[src/rtl/tick_bcd_display.sv]
// tick_bcd_display: synchronizes the slow clock SCLK and turns each of its
// rising edges into a one-cycle STEP pulse. Each step advances a 4-digit BCD
// up/down counter, which is scanned onto a multiplexed 7-segment display.
module tick_bcd_display #(
  parameter int REFRESH_BITS = 18,
  parameter bit BLANK_LZ     = 1'b1
) (
  input  logic        CLK,
  input  logic        RST,
  input  logic        SCLK,
  input  logic        DIR,
  input  logic        HOLD,
  input  logic        CLR,
  output logic [15:0] COUNT,
  output logic        STEP,
  output logic [3:0]  AN,
  output logic [6:0]  SEG,
  output logic        DP
);

  logic                    s1, s2, s3;
  logic                    rise;
  logic [REFRESH_BITS-1:0] refresh;
  logic [1:0]              sel;
  logic [3:0]              digit;
  logic [3:0]              blank;

  // BCD increment with ripple carry; 9999 wraps to 0000.
  function automatic logic [15:0] bcd_inc(input logic [15:0] v);
    logic [15:0] r;
    logic        c;
    r = v;
    c = 1'b1;
    for (int i = 0; i < 4; i++) begin
      if (c) begin
        if (v[4*i +: 4] >= 4'd9) begin
          r[4*i +: 4] = 4'd0;
        end else begin
          r[4*i +: 4] = v[4*i +: 4] + 4'd1;
          c = 1'b0;
        end
      end
    end
    return r;
  endfunction

  // BCD decrement with ripple borrow; 0000 wraps to 9999.
  function automatic logic [15:0] bcd_dec(input logic [15:0] v);
    logic [15:0] r;
    logic        b;
    r = v;
    b = 1'b1;
    for (int i = 0; i < 4; i++) begin
      if (b) begin
        if (v[4*i +: 4] == 4'd0) begin
          r[4*i +: 4] = 4'd9;
        end else begin
          r[4*i +: 4] = v[4*i +: 4] - 4'd1;
          b = 1'b0;
        end
      end
    end
    return r;
  endfunction

  // Active-low segment pattern {g,f,e,d,c,b,a}; non-BCD codes show nothing.
  function automatic logic [6:0] seg7(input logic [3:0] d);
    case (d)
      4'd0:    return 7'b1000000;
      4'd1:    return 7'b1111001;
      4'd2:    return 7'b0100100;
      4'd3:    return 7'b0110000;
      4'd4:    return 7'b0011001;
      4'd5:    return 7'b0010010;
      4'd6:    return 7'b0000010;
      4'd7:    return 7'b1111000;
      4'd8:    return 7'b0000000;
      4'd9:    return 7'b0010000;
      default: return 7'b1111111;
    endcase
  endfunction

  // Three-flop synchronizer; left unreset so it tracks SCLK through reset.
  always_ff @(posedge CLK) begin
    s1 <= SCLK;
    s2 <= s1;
    s3 <= s2;
  end

  // Suppressing the edge during reset prevents a phantom step on release.
  assign rise = s2 & ~s3 & ~RST;

  // Step pulse and counter update with CLR > HOLD > edge priority.
  always_ff @(posedge CLK) begin
    if (RST) begin
      COUNT <= 16'h0000;
      STEP  <= 1'b0;
    end else begin
      STEP <= rise;
      if (CLR) begin
        COUNT <= 16'h0000;
      end else if (!HOLD && rise) begin
        COUNT <= DIR ? bcd_inc(COUNT) : bcd_dec(COUNT);
      end
    end
  end

  assign sel = refresh[REFRESH_BITS-1 -: 2];

  // Pick the digit currently being scanned.
  always_comb begin
    digit = COUNT[3:0];
    case (sel)
      2'd1:    digit = COUNT[7:4];
      2'd2:    digit = COUNT[11:8];
      2'd3:    digit = COUNT[15:12];
      default: digit = COUNT[3:0];
    endcase
  end

  // A digit blanks only when it and every higher digit are zero; ones never blanks.
  assign blank[3] = BLANK_LZ && (COUNT[15:12] == 4'd0);
  assign blank[2] = blank[3] && (COUNT[11:8] == 4'd0);
  assign blank[1] = blank[2] && (COUNT[7:4] == 4'd0);
  assign blank[0] = 1'b0;

  // Free-running refresh counter and registered digit/segment/DP drive.
  always_ff @(posedge CLK) begin
    if (RST) begin
      refresh <= '0;
      AN      <= 4'b1111;
      SEG     <= 7'b1111111;
      DP      <= 1'b1;
    end else begin
      refresh <= refresh + REFRESH_BITS'(1);
      if (blank[sel]) begin
        AN  <= 4'b1111;
        SEG <= 7'b1111111;
      end else begin
        AN  <= ~(4'b0001 << sel);
        SEG <= seg7(digit);
      end
      DP <= ~((sel == 2'd0) && HOLD);
    end
  end

endmodule

[config.mk]
export PLATFORM = sky130hd
export DESIGN_NAME = tick_bcd_display
export DESIGN_NICKNAME = d
export VERILOG_FILES = /design/src/rtl/tick_bcd_display.sv
export SDC_FILE = /design/constraint.sdc
export NUM_CORES = 1
export LEC_CHECK = 0
export ABC_AREA = 1
export BUFFER_PORTS_ARGS = -buffer_cell sky130_fd_sc_hd__buf_2
export CORE_ASPECT_RATIO = 0.7
export CORE_UTILIZATION = 58
export DETAILED_ROUTE_END_ITERATION = 16
export PLACE_DENSITY = 0.87
export SLEW_MARGIN = 25
export SYNTH_ARGS = -nofsm -noshare
export SYNTH_HDL_FRONTEND = slang
export SYNTH_SLANG_ARGS = --single-unit
[constraint.sdc]
create_clock -name CLK -period 2.2 [get_ports CLK]
set_input_delay 0.11 -clock CLK [delete_from_list [all_inputs] [get_ports CLK]]
set_output_delay 0.11 -clock CLK [all_outputs]
set_load 0.03 [all_outputs]
Word level (Yosys, flattened, before mapping) --
Memories as Yosys holds them, arrays and structs flattened. A register that Yosys moved wholly into a read port is not among the register bits. Index checks and enable logic that the tools add are counted.
Storage, ports and cells: register bits 43, ROM bits 112, input port bits 6, memories 1
Operators by class: add/sub/neg operators 9, magnitude comparators 5, eq/ne operators 6, shift-type cells 1, multiplexer cells 46, bitwise logic cells 6, reductions and logical operators 18
Memory list:
- (no name shown) | depth 16, bits a word 7, read ports 1, clocked after Yosys merged registers in 1, wr ports 0, line 68 | case (d)
Operators with widths (number):
- $mux 4 | 14
- $mux 1 | 29
- $add 18x1->18 const B | 1
- $add 4x1->4 const B | 4
- $ge 4x4->1 const B | 4
- $logic_not 4->1 | 4
- $mux 16 | 1
- $sub 4x1->4 const B | 4
- $pmux 4 s3 | 1
- $reduce_and 3->1 | 3
- $ne 2x1->1 const B | 3
- $reduce_bool 2->1 | 3
- $eq 2x2->1 const B | 2
- $logic_and 1x1->1 | 4
- $not 4->4 | 1
- $reduce_or 2->1 | 2
- $shl 1x2->4 const A | 1
- $lt 2x3->1 const B | 1
- $not 1->1 | 3
- $and 1x1->1 | 2
- $bmux 1 s2 | 1
- $eq 2x1->1 const B | 1
- $logic_not 2->1 | 1
- $logic_not 1->1 | 1

Logic depth before layout (Yosys ltp) --
depth after elaboration 17, gate-level depth with buffers 11, mapped depth without buffers 11

Worst setup path before layout --
No wires, ideal clock.
kind reg-to-reg, start point register COUNT[4], end point register COUNT[9], setup time 0.116 ns, arrival 1.724 ns, required time 2.084 ns, path slack 0.360 ns, cell stages (with the launch flop) 9, clock period less this slack 1.840 ns, cell sequence dfxtp_1 inv_1 ha_1 nand3_1 nand2_1 a21oi_2 nand2_2 o21ai_0 nor2_1
On the way: cells in the longest elaborated chain, start to end 8, elaborated cells on any way between the ends 15, classes of those cells order compare: 1; eq/ne: 1; mux: 10; reduce/logical: 3
RTL lines:
- start, declared | line 14 | output logic [15:0] COUNT,
- start signal, assigned | line 103 | COUNT <= DIR ? bcd_inc(COUNT) : bcd_dec(COUNT);
- $ge 4x4->1 or $logic_not 4->1 (tied branches) | line 36, 55
- $mux 1, on equally long branches | line 36, 55
- $mux 1, on equally long branches | line 35, 54
- $mux 1 | line 102 | end else if (!HOLD && rise) begin
- $mux 1 | line 100 | if (CLR) begin
- $mux 1 | line 95 | if (RST) begin
- $ne 2x1->1 (no line) or $reduce_bool 2->1 (tied branches)
- $reduce_and 3->1 (no line) *
Mark *: on every way between the ends. The rest lies on a longest branch, timed or not. The select of a mux whose other input is x is not followed. A chain may end at the register's enable or synchronous reset.

Final worst setup path --
Ends and elaborated chain as after synthesis.

==> flow_metrics.tcl <==
set metrics [dict create \
    outcome "finished, final reports clean" \
    syn_to_final_growth_pct 11.2 \
    cts_root_buffer "clkbuf_8" \
    cts_buffers 5 \
    timing.fmax_mhz 537 \
    worstReg2RegStart "COUNT[4]" \
    worstHoldEndpoint "DP" \
    drc 0 \
    start_kind "flip-flop" \
    ios 35 \
    yosysWarnings 0 \
    place_congestion 0.886 \
    cp.arrival_ns 2.07 \
    worstReg2RegEnd "COUNT[9]" \
    fin_crit_ns 1.86 \
    cts_resized 0 \
    layout.nets 464 \
    rsz0062_at_grt "false" \
    hp-start "HOLD" \
    setup.worst_path.end_class "flip-flop" \
    synth_commonest_cells "nand2_1, dfxtp_1, inv_1, nor2_1, nand3_1" \
    cpMaxStageDelayCell "dfxtp_1" \
    peakVddDrop_mv 0.379 \
    hold_depth 2 \
    syn_nets 429 \
    synthDistinctLibCells 36 \
    start_util 0.605 \
    grt_pass1_vias 2236 \
    routed-via-count 2695 \
    dp.cells 502 \
    diodes 0 \
    timing_hold_violations_final 0 \
    synth-edff-count 0 \
    cp_slowest_stage_delay_ns 0.51 \
    drive_above_1_share 0.156 \
    clk_pin_slew_ns 0.10 \
    clock_sinks 50 \
    cp_cell_sequence "inv_1 > ha_1 > nand3_1 > nand2_1 > a21oi_2 > nand2_2 > o21ai_0 > nor2_1" \
    place_hpwl_um 4630 \
    yosysMostFrequentCell "nand2_1" \
    dp_slack_ns 0.398 \
    netlist_top_cells_area "dfxtp_1, nand2_1, ha_1, nand3_1, inv_1" \
    synthesis.area_um2 2890 \
    final_util 0.672 \
    drt-pass1-iter-count 7 \
    cp.required_ns 2.41 \
    rows 21 \
    yosysTopAreaCell "dfxtp_1" \
    wl_per_cell_um 12.1 \
    fin_crit_sh 0.847 \
    htree_levels 2 \
    ys_seq_elements 50 \
    port_buffers 34 \
    clock_path_buffers 2 \
    ys_async_sr_fraction 0 \
    cts_tree "built" \
    drt.antenna.violating_nets 0 \
    cellLeakagePower_nw 1.50 \
    clock_latency_ns 0.31 \
    seq_area_frac_synth 0.346 \
    core_area_um2 4780 \
    rr_worst_depth 8 \
    setup_viol 0 \
    die-area_um2 5280 \
    overflow 0 \
    drt-total-wl_um 6170 \
    clock_skew_ns 0.00573 \
    fin_cells 511 \
    p_per_area_nw_per_um2 511 \
    drv_slew 0 \
    routed_via_density 5.27 \
    reg2reg_slack_ns 0.34 \
    synthCells 406 \
    grt_usage 0.251 \
    synth_area_per_cell_um2 7.12 \
    synth_top_area_share 0.346 \
    synth-main-ff-cell "dfxtp_1" \
    grt_start_max_net_pins 19 \
    antenna_found_initial 0 \
    grt_first_pass_wirelength_um 10100 \
    die_w_um 86.4 \
    die_y_um 61.1 \
    crit_type "reg -> reg" \
    maxSlewHeadroom 0.745 \
    setup_tns_ns 0 \
    drv_cap 0 \
    tightest_slew_ns 0.381 \
    path_max_fanout 9 \
    hold_class "in -> reg" \
    setup_ws_ns 0.336 \
    drtIter0Drc 258 \
]
cells in the final DEF (no fill, tap or decap), drive strengths merged:
cell type | Yosys | routed
or2 | 1 | 1
o31ai | 1 | 1
inv | 51 | 53
nor2 | 51 | 51
xnor2 | 6 | 6
nand4 | 7 | 7
nor3 | 6 | 6
nand3 | 42 | 42
o21ai | 30 | 30
clkinvlp | 0 | 1
o211ai | 4 | 4
clkinv | 1 | 1
nor3b | 1 | 1
clkbuf | 4 | 5
ha | 17 | 17
o22ai | 2 | 2
nand3b | 2 | 2
nand2 | 92 | 92
a31oi | 2 | 2
dfxtp | 50 | 50
xor2 | 8 | 8
dlygate4sd3 | 0 | 1
buf | 5 | 36
a21oi | 23 | 23
timing repair:
action / in CTS / in global routing
hold buffers: 1 / 0
setup buffers: 0 / 0
hold endpoints to repair: 1 / 0
report_power, final:
group,internal (mW),switching (mW)
Clock,0.236,0.327
Combinational,0.0436,0.102
Sequential,0.924,0.0101
metal layers:
| metal | up-vias | track usage | routed length (um) |
|---|---|---|---|
| met1 | 1202 | 0.374 | 3170 |
| met4 | 0 | 0.0952 | 70 |
| met3 | 8 | 0.0469 | 418 |
| li1 | 1384 | - | - |
| met2 | 101 | 0.361 | 2510 |
| met5 | - | 0 | 0 |
critical path: cells and delay by family (launching register included):
family	cells	cell delay [ns]
buffers and inverters	1	0.08
AND/OR/NAND/NOR	4	0.40
flip-flops	1	0.51
AO/OA/AOI/OAI	2	0.49
adder cells (fa/ha/maj)	1	0.27
kinds of logic (layout without fill, tap and decap cells):
| kind of cell | after synthesis | in the layout | synth area share |
|---|---|---|---|
| xor+xnor | 14 | 14 | 0.0424 |
| compound gates | 62 | 62 | 0.122 |
| flops | 50 | 50 | 0.346 |
| simple gates | 202 | 202 | 0.327 |
| buf+inv | 61 | 97 | 0.0883 |
| fa+ha+maj | 17 | 17 | 0.0736 |
stage by stage:
step	hold slack, ns	power [mW]	area (um2)
2_1_floorplan	0.138	1.06	2890
3_3_place_gp	0.212	1.09	3110
3_5_place_dp	0.214	1.10	3110
4_1_cts	0.0594	1.66	3210
5_1_grt	0.0545	1.71	3210
6_report	0.0625	1.64	3210
final cells by class:
| type | instances | area [um2] |
|---|---|---|
| Fill cell | 417 | 1570 |
| Clock inverter | 3 | 27.5 |
| Tap cell | 69 | 86.3 |
| Timing Repair Buffer | 37 | 195 |
| Inverter | 52 | 200 |
| Sequential cell | 50 | 1000 |
| Multi-Input combinational cell | 295 | 1640 |
| Clock buffer | 5 | 68.8 |
worst max path at each step:
stage,start,endpoint,slack [ns],depth (start not counted)
6_report,COUNT[4],COUNT[9],0.34,8
5_1_grt,COUNT[4],COUNT[14],0.15,8
4_1_cts,COUNT[4],COUNT[11],0.36,9
3_5_place_dp,COUNT[4],COUNT[9],0.40,8
3_3_place_gp,COUNT[4],COUNT[9],0.47,8
2_1_floorplan,COUNT[4],COUNT[9],0.36,8
sequential cells by signal (all words and copies together) (netlist names):
register  cells
refresh      18
COUNT        16
SEG           7
AN            4
DP            1
STEP          1
s1            1
s2            1
s3            1
(Power assumes the default switching activity.)
